===== src/rtl/riscv_i32_pkg.sv =====
// Shared encodings and types for the RV32 trap sequencer slice.
package riscv_i32_pkg;

  localparam logic [2:0] FA_NONE       = 3'd0;
  localparam logic [2:0] FA_SEQUENTIAL = 3'd1;
  localparam logic [2:0] FA_REDIRECT   = 3'd2;

  localparam logic [2:0] MODE_USER    = 3'd0;
  localparam logic [2:0] MODE_MACHINE = 3'd3;

  localparam logic [3:0] CAUSE_ILLEGAL_INSN = 4'd2;
  localparam logic [3:0] CAUSE_BREAKPOINT   = 4'd3;
  localparam logic [3:0] CAUSE_ECALL_U      = 4'd8;
  localparam logic [3:0] CAUSE_ECALL_M      = 4'd11;

  typedef enum logic [1:0] {StReset, StRedirect, StRunning, StHalted} seq_state_e;

  typedef struct packed {
    logic        write;
    logic [31:0] mepc;
    logic [31:0] mcause;
    logic [31:0] mtval;
    logic [2:0]  mpp;
  } trap_csr_t;

  // Vector base ignores the mode bits of mtvec.
  function automatic logic [31:0] vector_base(input logic [31:0] mtvec);
    return mtvec & ~32'h3;
  endfunction

endpackage


===== src/rtl/riscv_i32_irq_priority.sv =====
// Lowest-index-wins interrupt encoder.
module riscv_i32_irq_priority
  import riscv_i32_pkg::*;
#(
  parameter int unsigned num_irqs = 16
) (
  input  logic [num_irqs-1:0] pending,
  output logic                any,
  output logic [3:0]          number
);

  assign any = |pending;

  // Scan downward so the lowest set index is the last assignment.
  always_comb begin
    number = 4'd0;
    for (int i = int'(num_irqs) - 1; i >= 0; i--) begin
      if (pending[i]) number = 4'(i);
    end
  end

endmodule


===== src/rtl/riscv_i32_trap_sequencer.sv =====
// Registers execute-stage control-flow events into fetch redirects, privilege
// mode, trap CSR updates, interrupt handshake and debug halt.
module riscv_i32_trap_sequencer
  import riscv_i32_pkg::*;
#(
  parameter logic [31:0] reset_vector = 32'h0,
  parameter int unsigned num_irqs     = 16
) (
  input  logic                clk,
  input  logic                reset,
  input  logic                control_flow__trap__valid,
  input  logic                control_flow__trap__ret,
  input  logic                control_flow__trap__ebreak_to_dbg,
  input  logic [3:0]          control_flow__trap__cause,
  input  logic [2:0]          control_flow__trap__to_mode,
  input  logic [31:0]         control_flow__trap__pc,
  input  logic [31:0]         control_flow__trap__value,
  input  logic                control_flow__branch_taken,
  input  logic                control_flow__jalr,
  input  logic                control_flow__async_cancel,
  input  logic [31:0]         control_flow__next_pc,
  input  logic [31:0]         csr_mtvec,
  input  logic                csr_mie,
  input  logic [num_irqs-1:0] irq_pending,
  input  logic                dbg_halt_req,
  input  logic                dbg_resume_req,
  output logic                pipeline_control__valid,
  output logic [2:0]          pipeline_control__fetch_action,
  output logic [31:0]         pipeline_control__decode_pc,
  output logic [2:0]          pipeline_control__mode,
  output logic                pipeline_control__halt,
  output logic                pipeline_control__interrupt_req,
  output logic [3:0]          pipeline_control__interrupt_number,
  output logic [2:0]          pipeline_control__interrupt_to_mode,
  output logic                trap_csr__write,
  output logic [31:0]         trap_csr__mepc,
  output logic [31:0]         trap_csr__mcause,
  output logic [31:0]         trap_csr__mtval,
  output logic [2:0]          trap_csr__mpp
);

  seq_state_e  state_q, state_d;
  logic [31:0] pc_q, pc_d;
  logic [2:0]  mode_q, mode_d;
  logic        irq_req_q, irq_req_d;
  logic [3:0]  irq_num_q, irq_num_d;
  trap_csr_t   csr_q, csr_d;
  logic        irq_any;
  logic [3:0]  irq_num;

  riscv_i32_irq_priority #(
    .num_irqs(num_irqs)
  ) u_irq_priority (
    .pending(irq_pending),
    .any    (irq_any),
    .number (irq_num)
  );

  always_ff @(posedge clk) begin
    if (reset) begin
      state_q   <= StReset;
      pc_q      <= reset_vector;
      mode_q    <= MODE_MACHINE;
      irq_req_q <= 1'b0;
      irq_num_q <= 4'd0;
      csr_q     <= '{write: 1'b0, mepc: 32'h0, mcause: 32'h0, mtval: 32'h0, mpp: MODE_MACHINE};
    end else begin
      state_q   <= state_d;
      pc_q      <= pc_d;
      mode_q    <= mode_d;
      irq_req_q <= irq_req_d;
      irq_num_q <= irq_num_d;
      csr_q     <= csr_d;
    end
  end

  always_comb begin
    state_d       = state_q;
    pc_d          = pc_q;
    mode_d        = mode_q;
    irq_req_d     = irq_req_q;
    irq_num_d     = irq_num_q;
    csr_d         = csr_q;
    csr_d.write   = 1'b0;

    unique case (state_q)
      StReset: begin
        state_d = StRedirect;
        pc_d    = reset_vector;
      end
      StRedirect: state_d = StRunning;
      StRunning: begin
        if (control_flow__async_cancel && control_flow__trap__valid) begin
          csr_d.write  = 1'b1;
          csr_d.mcause = {1'b1, 27'b0, control_flow__trap__cause};
          csr_d.mepc   = control_flow__trap__pc;
          csr_d.mtval  = 32'h0;
          csr_d.mpp    = mode_q;
          mode_d       = control_flow__trap__to_mode;
          pc_d         = vector_base(csr_mtvec);
          state_d      = StRedirect;
        end else if (control_flow__trap__valid && control_flow__trap__ebreak_to_dbg) begin
          csr_d.mepc = control_flow__trap__pc;
          state_d    = StHalted;
        end else if (control_flow__trap__valid) begin
          csr_d.write  = 1'b1;
          csr_d.mcause = {28'b0, control_flow__trap__cause};
          csr_d.mepc   = control_flow__trap__pc;
          csr_d.mtval  = control_flow__trap__value;
          csr_d.mpp    = mode_q;
          mode_d       = control_flow__trap__to_mode;
          pc_d         = vector_base(csr_mtvec);
          state_d      = StRedirect;
        end else if (control_flow__trap__ret) begin
          csr_d.write = 1'b1;
          csr_d.mpp   = MODE_USER;
          mode_d      = csr_q.mpp;
          pc_d        = csr_q.mepc;
          state_d     = StRedirect;
        end else if (control_flow__branch_taken) begin
          pc_d    = control_flow__next_pc & ~{31'b0, control_flow__jalr};
          state_d = StRedirect;
        end else if (dbg_halt_req) begin
          state_d = StHalted;
        end
      end
      StHalted: begin
        if (dbg_resume_req && !dbg_halt_req) begin
          pc_d    = csr_q.mepc;
          state_d = StRedirect;
        end
      end
      default: state_d = StReset;
    endcase

    // A held request is retired by the cancel, or withdrawn if interrupts get disabled first.
    if (irq_req_q) begin
      if (!csr_mie || (state_q == StRunning && control_flow__async_cancel)) irq_req_d = 1'b0;
    end else if (state_q == StRunning && state_d == StRunning && csr_mie && irq_any) begin
      irq_req_d = 1'b1;
      irq_num_d = irq_num;
    end
    if (state_d == StHalted) irq_req_d = 1'b0;
  end

  always_comb begin
    pipeline_control__valid        = 1'b0;
    pipeline_control__fetch_action = FA_NONE;
    unique case (state_q)
      StRedirect: begin
        pipeline_control__valid        = 1'b1;
        pipeline_control__fetch_action = FA_REDIRECT;
      end
      StRunning: begin
        pipeline_control__valid        = 1'b1;
        pipeline_control__fetch_action = FA_SEQUENTIAL;
      end
      default: ;
    endcase
  end

  assign pipeline_control__decode_pc         = pc_q;
  assign pipeline_control__mode              = mode_q;
  assign pipeline_control__halt              = (state_q == StHalted);
  assign pipeline_control__interrupt_req     = irq_req_q;
  assign pipeline_control__interrupt_number  = irq_num_q;
  assign pipeline_control__interrupt_to_mode = MODE_MACHINE;
  assign trap_csr__write                     = csr_q.write;
  assign trap_csr__mepc                      = csr_q.mepc;
  assign trap_csr__mcause                    = csr_q.mcause;
  assign trap_csr__mtval                     = csr_q.mtval;
  assign trap_csr__mpp                       = csr_q.mpp;

endmodule


===== config.mk =====
export PLATFORM = sky130hd
export DESIGN_NAME = riscv_i32_trap_sequencer
export DESIGN_NICKNAME = d
export VERILOG_FILES = /design/src/rtl/riscv_i32_pkg.sv /design/src/rtl/riscv_i32_irq_priority.sv /design/src/rtl/riscv_i32_trap_sequencer.sv
export SDC_FILE = /design/constraint.sdc
export NUM_CORES = 1
export LEC_CHECK = 0
export CORE_ASPECT_RATIO = 1.2
export CORE_MARGIN = 2
export CORE_UTILIZATION = 30
export DETAILED_ROUTE_END_ITERATION = 16
export PLACE_DENSITY = 0.67
export SYNTH_ARGS = -nofsm -noshare
export SYNTH_HDL_FRONTEND = slang
export SYNTH_SLANG_ARGS = --single-unit

===== constraint.sdc =====
create_clock -name clk -period 2 [get_ports clk]
set_input_delay 0.5 -clock clk [delete_from_list [all_inputs] [get_ports clk]]
set_output_delay 0.5 -clock clk [all_outputs]
set_load 0.1 [all_outputs]

# Yosys cells after proc, flatten, opt, wreduce, memory -nomap -nowiden
# Cells that the tools add are included.
# totals
regBits,142
in_bits,162
wordCells,96
# classes
eq_ne,9
muxes,49
n_bitwise,4
n_reduce_logical,24
# ops
cell,n
$mux 32,7
$mux 100,1
$mux 96,1
$pmux 32 s3,1
$mux 67,1
$mux 4,16
$and 32x32->32,1
$not 1->32,1
$mux 3,6
$reduce_or 16->1,1
$mux 2,7
$reduce_bool 3->1,3
$eq 2x2->1 const B,4
$pmux 2 s4,1
$logic_and 1x1->1,7
$mux 1,7
$reduce_and 3->1,2
$reduce_or 2->1,3
$ne 5x5->1 const B,1
$pmux 2 s2,1
$reduce_and 2->1,2
$reduce_and 4->1,1
$ne 3x3->1 const B,1
$eq 2x1->1 const B,1
other kinds (7),9

# Longest topological paths before layout
# Gate-level depths: netlist of run 1.
# logic_depth
word_depth,16
mapped_depth,10
ltp_nobuf,7

# Hierarchy
# Synthesis of run 1 repeated with hierarchy kept, for this count alone.
# hier_totals
cells_unflattened,669
hier_area_um2,5566.6
# modules_own_cells
module,instances,cells_each,area_per_inst_um2,seq_area_each_um2
riscv_i32_trap_sequencer,1,635,5390.2,2302.2
riscv_i32_irq_priority,1,34,176.4,0.0

# Least setup slack after synthesis of run 1
# No wires, ideal clock.
# synth_path
path_type,register to register
from,reg state_q[1]
to,"reg pc_q[6], in the netlist pipeline_control__decode_pc[6]"
setup_time_ps,80
arrival_time_ps,2450
setup_slack_ps,-529
path_stages_with_launch,7
synth_period_minus_slack_ps,2529
cell_sequence,dfxtp_1 -> ha_1 -> buf_2 -> nor3b_2 -> clkbuf_1 -> a222oi_1 -> a211oi_2
# synth_via
elab_chain_len,3
elab_cells_between_ends,9
# synth_lines
item,line,text
"start, declared",riscv_i32_trap_sequencer.sv:42,"seq_state_e state_q, state_d;"
"start signal, assigned",riscv_i32_trap_sequencer.sv:61,state_q <= StReset;
"start signal, assigned",riscv_i32_trap_sequencer.sv:68,state_q <= state_d;
$eq 2x2->1 or $logic_not 2->1 (tied branches),riscv_i32_trap_sequencer.sv:86,unique case (state_q)
$ne 5x5->1 (no line) (tied with other cells),-,
$reduce_and 4->1 (no line),-,
"end signal, assigned",riscv_i32_trap_sequencer.sv:62,pc_q <= reset_vector;
"end signal, assigned",riscv_i32_trap_sequencer.sv:69,pc_q <= pc_d;
"end, declared",riscv_i32_trap_sequencer.sv:43,"logic [31:0] pc_q, pc_d;"
# Several ways; a longest one is shown, not always the timed one.
# A chain may end at the register's enable or synchronous reset.

# Worst setup path after layout of run 1
# layout_path
from,reg state_q[0]
to,out pipeline_control__valid
# layout_via
elab_chain_len,3
elab_cells_between_ends,4
# layout_lines
item,line,text
$eq 2x2->1 or $eq 2x1->1 (tied branches),riscv_i32_trap_sequencer.sv:149,unique case (state_q)
$reduce_or 2->1 (no line) *,-,
$mux 1 *,riscv_i32_trap_sequencer.sv:149,
"end, declared",riscv_i32_trap_sequencer.sv:27,"output logic pipeline_control__valid,"
# Mark *: on every way between the ends. The rest lies on a longest branch, timed or not.

==> results of run 1 <==
[metrics by stage]
step / setup slack, ns / TNS [ns] / instances / hold slack (ns) / utilization (%)
after floorplan: 0.0150 / 0 / 621 / 0.538 / -
after global placement: -0.320 / -18.99 / 1081 / 0.438 / 51.4
after detailed placement: -0.390 / -23.78 / 1081 / 0.444 / 51.4
after CTS: 0.00430 / 0 / 1112 / 0.451 / 54.8
after global routing: 0.0227 / 0 / 1113 / 0.467 / 55.0
final: 0.0805 / 0 / 1113 / 0.448 / 55.0
[power breakdown]
group / internal [mW] / switching [mW]
registers: 2.49 / 0.163
clock network: 1.88 / 1.05
logic: 1.10 / 2.35
total: 5.47 / 3.56
[kinds of logic after synthesis]
family          Yosys count
compound gates          163
fa+ha+maj                 4
buf+inv                  89
flops                   115
mux                       5
other cells               2
simple gates            214
[registers in the layout, indices dropped and copies added (netlist names)]
signal and count:
pipeline_control__interrupt_number 4, trap_csr__write 1, pipeline_control__decode_pc 32, trap_csr__mcause 5, trap_csr__mepc 32, trap_csr__mpp 3
state_q 2, trap_csr__mtval 32, pipeline_control__interrupt_req 1, pipeline_control__mode 3
[cell usage after synthesis, types with 3 or more instances]
master,instances,area share (%)
mux2i_1,5,0.99
buf_2,14,1.4
a21oi_1,72,7.1
a211oi_1,33,4.9
nor4_1,3,0.37
ha_1,4,0.99
o21ai_0,5,0.49
inv_1,8,0.59
nand2_1,109,8.1
nor2_1,47,3.5
nor3_1,7,0.69
buf_6,4,0.89
nand3b_1,33,4.9
dfxtp_1,115,45
a222oi_1,29,5.7
nor2b_1,3,0.37
a211oi_2,3,0.74
a22oi_1,3,0.44
clkbuf_1,27,2.0
buf_4,36,5.3
[final timing paths]
| path | end | startpoint | cells past startpoint |
|---|---|---|---|
| setup reg to reg | pipeline_control__decode_pc[9]$_SDFFE_PP0P_ | state_q[0]$_SDFF_PP0_ | 7 |
| hold / removal | trap_csr__mtval[6]$_SDFFE_PP0P_ | trap_csr__mtval[6]$_SDFFE_PP0P_ | 2 |
| setup / recovery | pipeline_control__valid | state_q[0]$_SDFF_PP0_ | 3 |
| hold reg to reg | trap_csr__mtval[6]$_SDFFE_PP0P_ | trap_csr__mtval[6]$_SDFFE_PP0P_ | 2 |
[worst register-to-register path, stage by stage, from the launching register on]
cell      delay, ns
dfxtp_4        0.39
inv_1          0.09
ha_4           0.19
buf_4          0.16
nor3b_4        0.16
buf_12         0.16
a222oi_1       0.42
a211oi_1       0.14
[layer usage]
layer | global-route usage (%) | share of wire, % | up-vias
met1 | 21.1 | 38 | 2479
met2 | 32.8 | 51 | 212
met4 | 6.49 | 1.7 | 0
met3 | 7.27 | 9.7 | 22
met5 | 0 | 0 | -
li1 | - | - | 2634
[layout make-up]
type                    count  area, um2  area share, %
clock buffers              21        460           5.00
clock inverters            10        109           1.18
inverters                   8       30.0          0.326
multi-input cells         417       2410           26.2
flip-flops and latches    115       2310           25.1
well taps                 216        270           2.94
repair buffers            326       3610           39.3
==> metrics.md, run 1 <==
| Metric | Value |
|---|---|
| CP max stage cell | dfxtp_4 |
| Primary FF master, synth | dfxtp_1 |
| Fin area | 9200 um2 |
| Largest net degree at the start of global routing | 53 |
| Final wirelength | 18.0 mm |
| Max Slew Vio Count | 0 |
| Main combinational cell family by area after synthesis | compound AO/OA/AOI/OAI gates |
| Core ar. | 16700 um2 |
| Avg WL per Cell | 16.1 um |
| CTS Hold Bufs | 0 |
| Clock Root Buffer | clkbuf_16 |
| ANT cells | 0 |
| H-Tree Level Count | 4 |
| Family with the most delay on the worst path | flip-flops |
| Nets@finish | 1051 |
| Status | finished clean |
| Post-synthesis adder-cell area fraction | 0.986% |
| Yosys warns | 0 |
| Unrepaired setup endpoints after global routing | false |
| Worst-Margin Slew | 0.532 ns |
| Area of the die | 18000 um2 |
| Die height | 146 um |
| Port bufs | 276 |
| Placed cell areas | 8590 um2 |
| First-pass GRT wire length | 26.5 mm |
| Netlist cell types | 44 |
| Drt drc | 0 |
| # IOs | 310 |
| Clk buf depth | 2 |
| Final hold violations | 0 |
| Iter 0 DRT Violations | 374 |
| Cell area after synthesis | 5080 um2 |
| WP data required | 1.50 ns |
| Via count | 5347 |
| Post-synthesis mux area share | 0.986% |
| Setup Buffers After CTS | 0 |
| Slew HR | 64.5% |
| R2R setup slack | 0.16 ns |
| CP max FO | 6 |
| Post-synthesis async set-or-reset flop share | 0% |
| Post-synthesis sequential area ratio | 45.4% |
| Setup-failing EPs final | 0 |
| Commonest non-fill, non-tap cells in the layout | clkdlybuf4s50_1, dfxtp_1, nand2_1 |
| CP Launch Type | flip-flop |
| Max IR drop VDD | 538 uV |
| Clk sink count | 115 |
| Final ANT Viol Nets | 0 |
| Clk_skew | 0.00665 ns |
| Max Freq | 0.521 GHz |
| Final period util | 96.0% |
| Syn_area_per_cell | 8.57 um2 |
| Total GRT Usage | 19.0% |
| Initial antenna violation count | 0 |
| Mapped Cells | 592 |
| Routability congestion estimate | 0.787 |
| Leading cell type in the layout, fill and taps excluded | clkdlybuf4s50_1 |
| Share of layout cells above drive strength 1 | 24.0% |
| Post-Synth Simple-Gate Area | 19.7% |
| Cell Rows | 52 |
| Pwr Density | 981 nW/um2 |
| Post-synthesis compound-gate area fraction | 22.6% |
| Vias in the first global route | 5035 |
| Dpl hpwl | 12.8 mm |
| Fraction of synthesized cell area in xor and xnor cells | 0% |
| Pre-Repair DR Iteration Count | 5 |
| Pleak | 3.61 nW |
| CP Buf/Inv Count | 2 |
| CTS tree | built |
| Worst Hold Class | flip-flop to flip-flop |
| Post-CTS Resized | 0 |
| Final min period | 1.92 ns |
| Max-Cap Viols | 0 |
| Total grt overflow | 0 |
| Initial Util | 30.4% |
| CP Class | flip-flop to primary output |
| Vias per cell | 4.80 |
| Layout area overhead | 81.2% |
| Clock-pin slew on the worst setup and hold paths | 0.05 ns |
| Skew-Pair Late Insertion Delay | 0.41 ns |
| Nature of the critical path endpoint | primary output |
| Fillers | 1476 |
| Die Span X | 123 um |
| Yosys reg bits | 115 |
| CP Cell Sequence | inv_1 -> ha_1 -> buf_12 |
| Critical Path AT | 1.42 ns |
| Tot Pwr | 9.03 mW |
| Crit path largest cell delay | 0.39 ns |
| TritonCTS buffer count | 17 |
| EDFF count, synth | 0 |
Power figures use the tool's default switching activity.
==> run 2, diff against run 1 <==
--- a/config.mk
+++ b/config.mk
@@ -11,3 +11,3 @@
 export DETAILED_ROUTE_END_ITERATION = 16
-export PLACE_DENSITY = 0.67
+export PLACE_DENSITY = 0.7
 export SYNTH_ARGS = -nofsm -noshare
@@ -15 +15,2 @@
 export SYNTH_SLANG_ARGS = --single-unit
+export TNS_END_PERCENT = 50
==> constraint.sdc (replaced) <==
create_clock -name clk -period 1.7 [get_ports clk]
set_input_delay 0.51 -clock clk [delete_from_list [all_inputs] [get_ports clk]]
set_output_delay 0.51 -clock clk [all_outputs]
set_load 0.1 [all_outputs]
==> run 2 against run 1 <==
The run now ends with setup timing left. Worst hold slack better by 0.038 ns. Clock power is 26% higher. Final cell count is 3.3% higher. Wire length rose by 16%. Non-clock buffer count is 37 higher. Total power rose by 33%. Design area is 19% higher. Via count is 8.2% higher. Sequential share of layout area shrank 4.0 points. Die area did not move. Highest routed layer unchanged.
==> metrics.md, run 2 (same netlist as run 1, synthesis figures left out) <==
| Metric | Value |
|---|---|
| Status | finished, violations left |
| Failing checks | setup timing |
| Die height | 146 um |
| Via count | 5786 |
| CP Class | flip-flop to primary output |
| Max-Cap Viols | 0 |
| Max IR drop VDD | 704 uV |
| Clk buf depth | 2 |
| Largest net degree at the start of global routing | 37 |
| TritonCTS buffer count | 17 |
| # IOs | 310 |
| Final ANT Viol Nets | 0 |
| Total GRT Usage | 21.8% |
| Die Span X | 123 um |
| Clock Root Buffer | clkbuf_16 |
| Port bufs | 276 |
| Drt drc | 0 |
| Leading cell type in the layout, fill and taps excluded | clkdlybuf4s50_1 |
| Fin area | 11000 um2 |
| Setup tns final | -2.78 ns |
| Share of layout cells above drive strength 1 | 32.9% |
| Total grt overflow | 0 |
| Vias per cell | 5.03 |
| Nature of the critical path endpoint | primary output |
| WP data required | 1.19 ns |
| Final core occ | 65.6% |
| Routability congestion estimate | 0.849 |
| Critical Path AT | 1.30 ns |
| CP Buf/Inv Count | 2 |
| Unrepaired setup endpoints after global routing | true |
| Crit path largest cell delay | 0.39 ns |
| Area of the die | 18000 um2 |
| Final hold violations | 0 |
| Avg WL per Cell | 18.1 um |
| Pwr Density | 1090 nW/um2 |
| Max Slew Vio Count | 0 |
| Clk_skew | 0.00741 ns |
| Initial Util | 30.4% |
| H-Tree Level Count | 4 |
| ANT cells | 0 |
| First-pass GRT wire length | 30.3 mm |
| Hold WS | 0.486 ns |
| Dpl hpwl | 13.9 mm |
| Commonest non-fill, non-tap cells in the layout | clkdlybuf4s50_1, buf_12, dfxtp_1 |
| CP Cell Sequence | inv_4 -> ha_4 -> buf_12 |
| Max Freq | 0.552 GHz |
| Tot Pwr | 12.0 mW |
| Final wirelength | 20.8 mm |
| Core ar. | 16700 um2 |
| Setup-failing EPs final | 60 |
| Pleak | 4.22 nW |
| Layout area overhead | 116% |
| Clk sink count | 115 |
| Final period util | 107% |
| CTS tree | built |
| Family with the most delay on the worst path | flip-flops |
| Final min period | 1.81 ns |
| Nets@finish | 1088 |
| Clock-pin slew on the worst setup and hold paths | 0.06 ns |
| Iter 0 DRT Violations | 385 |
| Placed cell areas | 9500 um2 |
| Skew-Pair Late Insertion Delay | 0.42 ns |
| Initial antenna violation count | 0 |
| CP Launch Type | flip-flop |
| Fillers | 1277 |
| CP max stage cell | dfxtp_4 |
| CP max FO | 4 |
| Pre-Repair DR Iteration Count | 10 |
| Worst Hold Class | flip-flop to flip-flop |
| Cell Rows | 52 |
| PnR worst setup slack | -0.113 ns |
| Vias in the first global route | 5553 |
run 2: timing repair:
| item | in CTS | in global routing |
|---|---|---|
| pin swaps | 44 | 33 |
| hold buffers | 0 | 0 |
| setup buffers | 15 | 5 |
| endpoints found under the setup margin | 80 | 77 |
| gates resized for setup | 51 | 53 |
| gates cloned | 7 | 6 |
run 2: worst paths after layout:
path,start,to,slack [ns],depth (start not counted)
setup / recovery,state_q[1]$_SDFF_PP0_,pipeline_control__valid,-0.11,3
hold / removal,trap_csr__mtval[8]$_SDFFE_PP0P_,trap_csr__mtval[8]$_SDFFE_PP0P_,0.49,2
setup reg to reg,state_q[0]$_SDFF_PP0_,trap_csr__mtval[1]$_SDFFE_PP0P_,-0.11,9
hold reg to reg,trap_csr__mtval[8]$_SDFFE_PP0P_,trap_csr__mtval[8]$_SDFFE_PP0P_,0.49,2
run 2: worst register-to-register path, stage by stage, from the launching register on:
cell       delay, ns
dfxtp_4         0.38
inv_4           0.05
ha_4            0.17
buf_6           0.13
and2_4          0.21
buf_12          0.16
o21ai_4         0.14
clkbuf_16       0.26
nand2_1         0.07
a21oi_1         0.14
run 2: report_power, final:
group          leakage (nW)  switching [mW]  internal, mW
registers             0.935           0.271          2.92
clock network         0.303            1.26          2.44
logic                  2.98            3.01          2.08
run 2: layer usage:
metal	GRT usage (%)	vias up	share of wire [%]
met2	37.4	282	52
met4	9.31	0	2.8
li1	-	2718	-
met3	6.37	42	8.9
met1	24.8	2744	36
met5	0	-	0
run 2: final cells by class:
class	count	area, um2	share of cell area, %
multi-input combinational	417	2690	24.6
timing repair buffer	363	5040	46.0
inverter	8	35.0	0.319
clock inverter	7	91.3	0.833
sequential	115	2310	21.1
tap	216	270	2.46
clock buffer	24	524	4.78
run 2: metrics by stage:
| stage | std cells | worst slack (ns) |
|---|---|---|
| floorplan | 621 | -0.106 |
| global placement | 1087 | -0.574 |
| detailed placement | 1087 | -0.599 |
| CTS | 1140 | -0.122 |
| global route | 1150 | -0.157 |
| finish | 1150 | -0.113 |
==> run 3, diff against run 2 <==
- CAP_MARGIN: unset -> 20
- CORE_UTILIZATION: 30 -> 34
- PLACE_DENSITY: 0.7 -> 0.77
- SLEW_MARGIN: unset -> 20
==> run 3 against run 2 <==
The run still ends with setup timing left. Die area is 11% lower. Worst hold slack worse by 0.00057 ns. Core utilization is 7.5 points higher. Maximum frequency is 1.8% higher. First-iteration DRC count is 6.5% higher. Wire length is 3.4% lower. Count of clock-buffer cells in the layout is 6 lower. Critical endpoint unchanged. Largest cell class unchanged.
==> metrics.md, run 3 (same netlist as run 1, synthesis figures left out) <==
| Metric | Value |
|---|---|
| Status | finished, violations left |
| Failing checks | setup timing |
| Max Slew Vio Count | 0 |
| Max-Cap Viols | 0 |
| Commonest non-fill, non-tap cells in the layout | clkdlybuf4s50_1, buf_12, dfxtp_1 |
| Final ANT Viol Nets | 0 |
| CP Launch Type | flip-flop |
| Vias in the first global route | 5892 |
| Die Span X | 116 um |
| Leading cell type in the layout, fill and taps excluded | clkdlybuf4s50_1 |
| Drt drc | 0 |
| CTS Hold Bufs | 0 |
| Routability congestion estimate | 0.880 |
| Vias per cell | 5.13 |
| PnR worst setup slack | -0.0816 ns |
| CP Class | flip-flop to primary output |
| First-pass GRT wire length | 30.3 mm |
| Avg WL per Cell | 17.8 um |
| Total GRT Usage | 24.8% |
| Clock-pin slew on the worst setup and hold paths | 0.05 ns |
| Pwr Density | 1090 nW/um2 |
| Clk sink count | 115 |
| Fin area | 10600 um2 |
| Placed cell areas | 9460 um2 |
| Iter 0 DRT Violations | 410 |
| Setup-failing EPs final | 19 |
| Final wirelength | 20.1 mm |
| Placement Setup Slack | -0.611 ns |
| # IOs | 310 |
| Placed Cells | 1070 |
| Nature of the critical path endpoint | primary output |
| Final min period | 1.78 ns |
| Final std cells w/o fill | 1125 |
| Cell Rows | 48 |
| CTS tree | built |
| Clock Root Buffer | clkbuf_16 |
| Clk_skew | 0.0112 ns |
| Clk buf depth | 2 |
| Nets@finish | 1078 |
| CP max FO | 3 |
| Layout area overhead | 108% |
| Area of the die | 15900 um2 |
| Unrepaired setup endpoints after global routing | true |
| TritonCTS buffer count | 17 |
| Port bufs | 276 |
| Max Freq | 0.561 GHz |
| Total grt overflow | 0 |
| Via count | 5768 |
| Pre-Repair DR Iteration Count | 7 |
| Fillers | 984 |
| H-Tree Level Count | 4 |
| Largest net degree at the start of global routing | 41 |
| Setup tns final | -0.684 ns |
| Dpl hpwl | 14.2 mm |
| Final hold violations | 0 |
| Share of layout cells above drive strength 1 | 31.5% |
| Final period util | 105% |
| Core ar. | 14500 um2 |
| Skew-Pair Late Insertion Delay | 0.41 ns |
| Pleak | 4.07 nW |
| Max IR drop VDD | 678 uV |
| Die height | 138 um |
| Worst Hold Class | input port to flip-flop |
| Seq. cell area | 2310 um2 |
| ANT cells | 0 |
| Critical Path AT | 1.27 ns |
| Area of the multi-input gates | 2640 um2 |
| Initial Util | 35.1% |
| Hold WS | 0.485 ns |
| WP data required | 1.19 ns |
| Initial antenna violation count | 1 |
## run 3: path summary, 6_finish.rpt
kind	startpoint	slack, ns	to	cells past startpoint
worst max-delay path	state_q[1]$_SDFF_PP0_	-0.08	pipeline_control__valid	3
worst min-delay path	reset	0.49	trap_csr__write$_SDFF_PP0_	2
worst max register to register	state_q[0]$_SDFF_PP0_	-0.08	pipeline_control__decode_pc[30]$_SDFFE_PP0P_	7
worst min register to register	trap_csr__mtval[6]$_SDFFE_PP0P_	0.49	trap_csr__mtval[6]$_SDFFE_PP0P_	2
## run 3: worst max-delay path: stages (launching register included)
cell and delay (ns):
dfxtp_4 0.38, inv_4 0.06, ha_4 0.27, buf_12 0.17
## run 3: routing by layer
metal  track usage [%]  vias up  part of all wire (%)
li1                  -     2698                     -
met1              25.9     2739                    35
met2              44.6      279                    53
met3              7.60       52                   8.4
met4              12.5        0                   3.8
met5                 0        -                     0
## run 3: where the power goes
part	total [mW]	internal, mW	switching [mW]
clock network	3.28	1.99	1.29
logic	5.02	2.01	3.01
registers	3.19	2.92	0.266
total	11.5	6.92	4.56
## run 3: timing repair
action,CTS,global route
pin swaps,16,28
buffers inserted,16,3
setup endpoints to repair,80,41
gates cloned,6,0
gates resized for setup,62,22
## run 3: stage by stage
stage	power [mW]	util, %
6_report	11.5	73.1
3_5_place_dp	7.60	65.3
5_1_grt	11.9	73.1
3_3_place_gp	7.55	65.3
4_1_cts	11.5	72.5
2_1_floorplan	5.91	-
## run 3: layout make-up
cell class / instances / share of cell area (%)
Sequential cell: 115 / 21.8
Clock buffer: 18 / 4.06
Timing Repair Buffer: 353 / 45.3
Clock inverter: 14 / 1.10
Tap cell: 200 / 2.37
Multi-Input combinational cell: 417 / 25.0
Inverter: 8 / 0.331
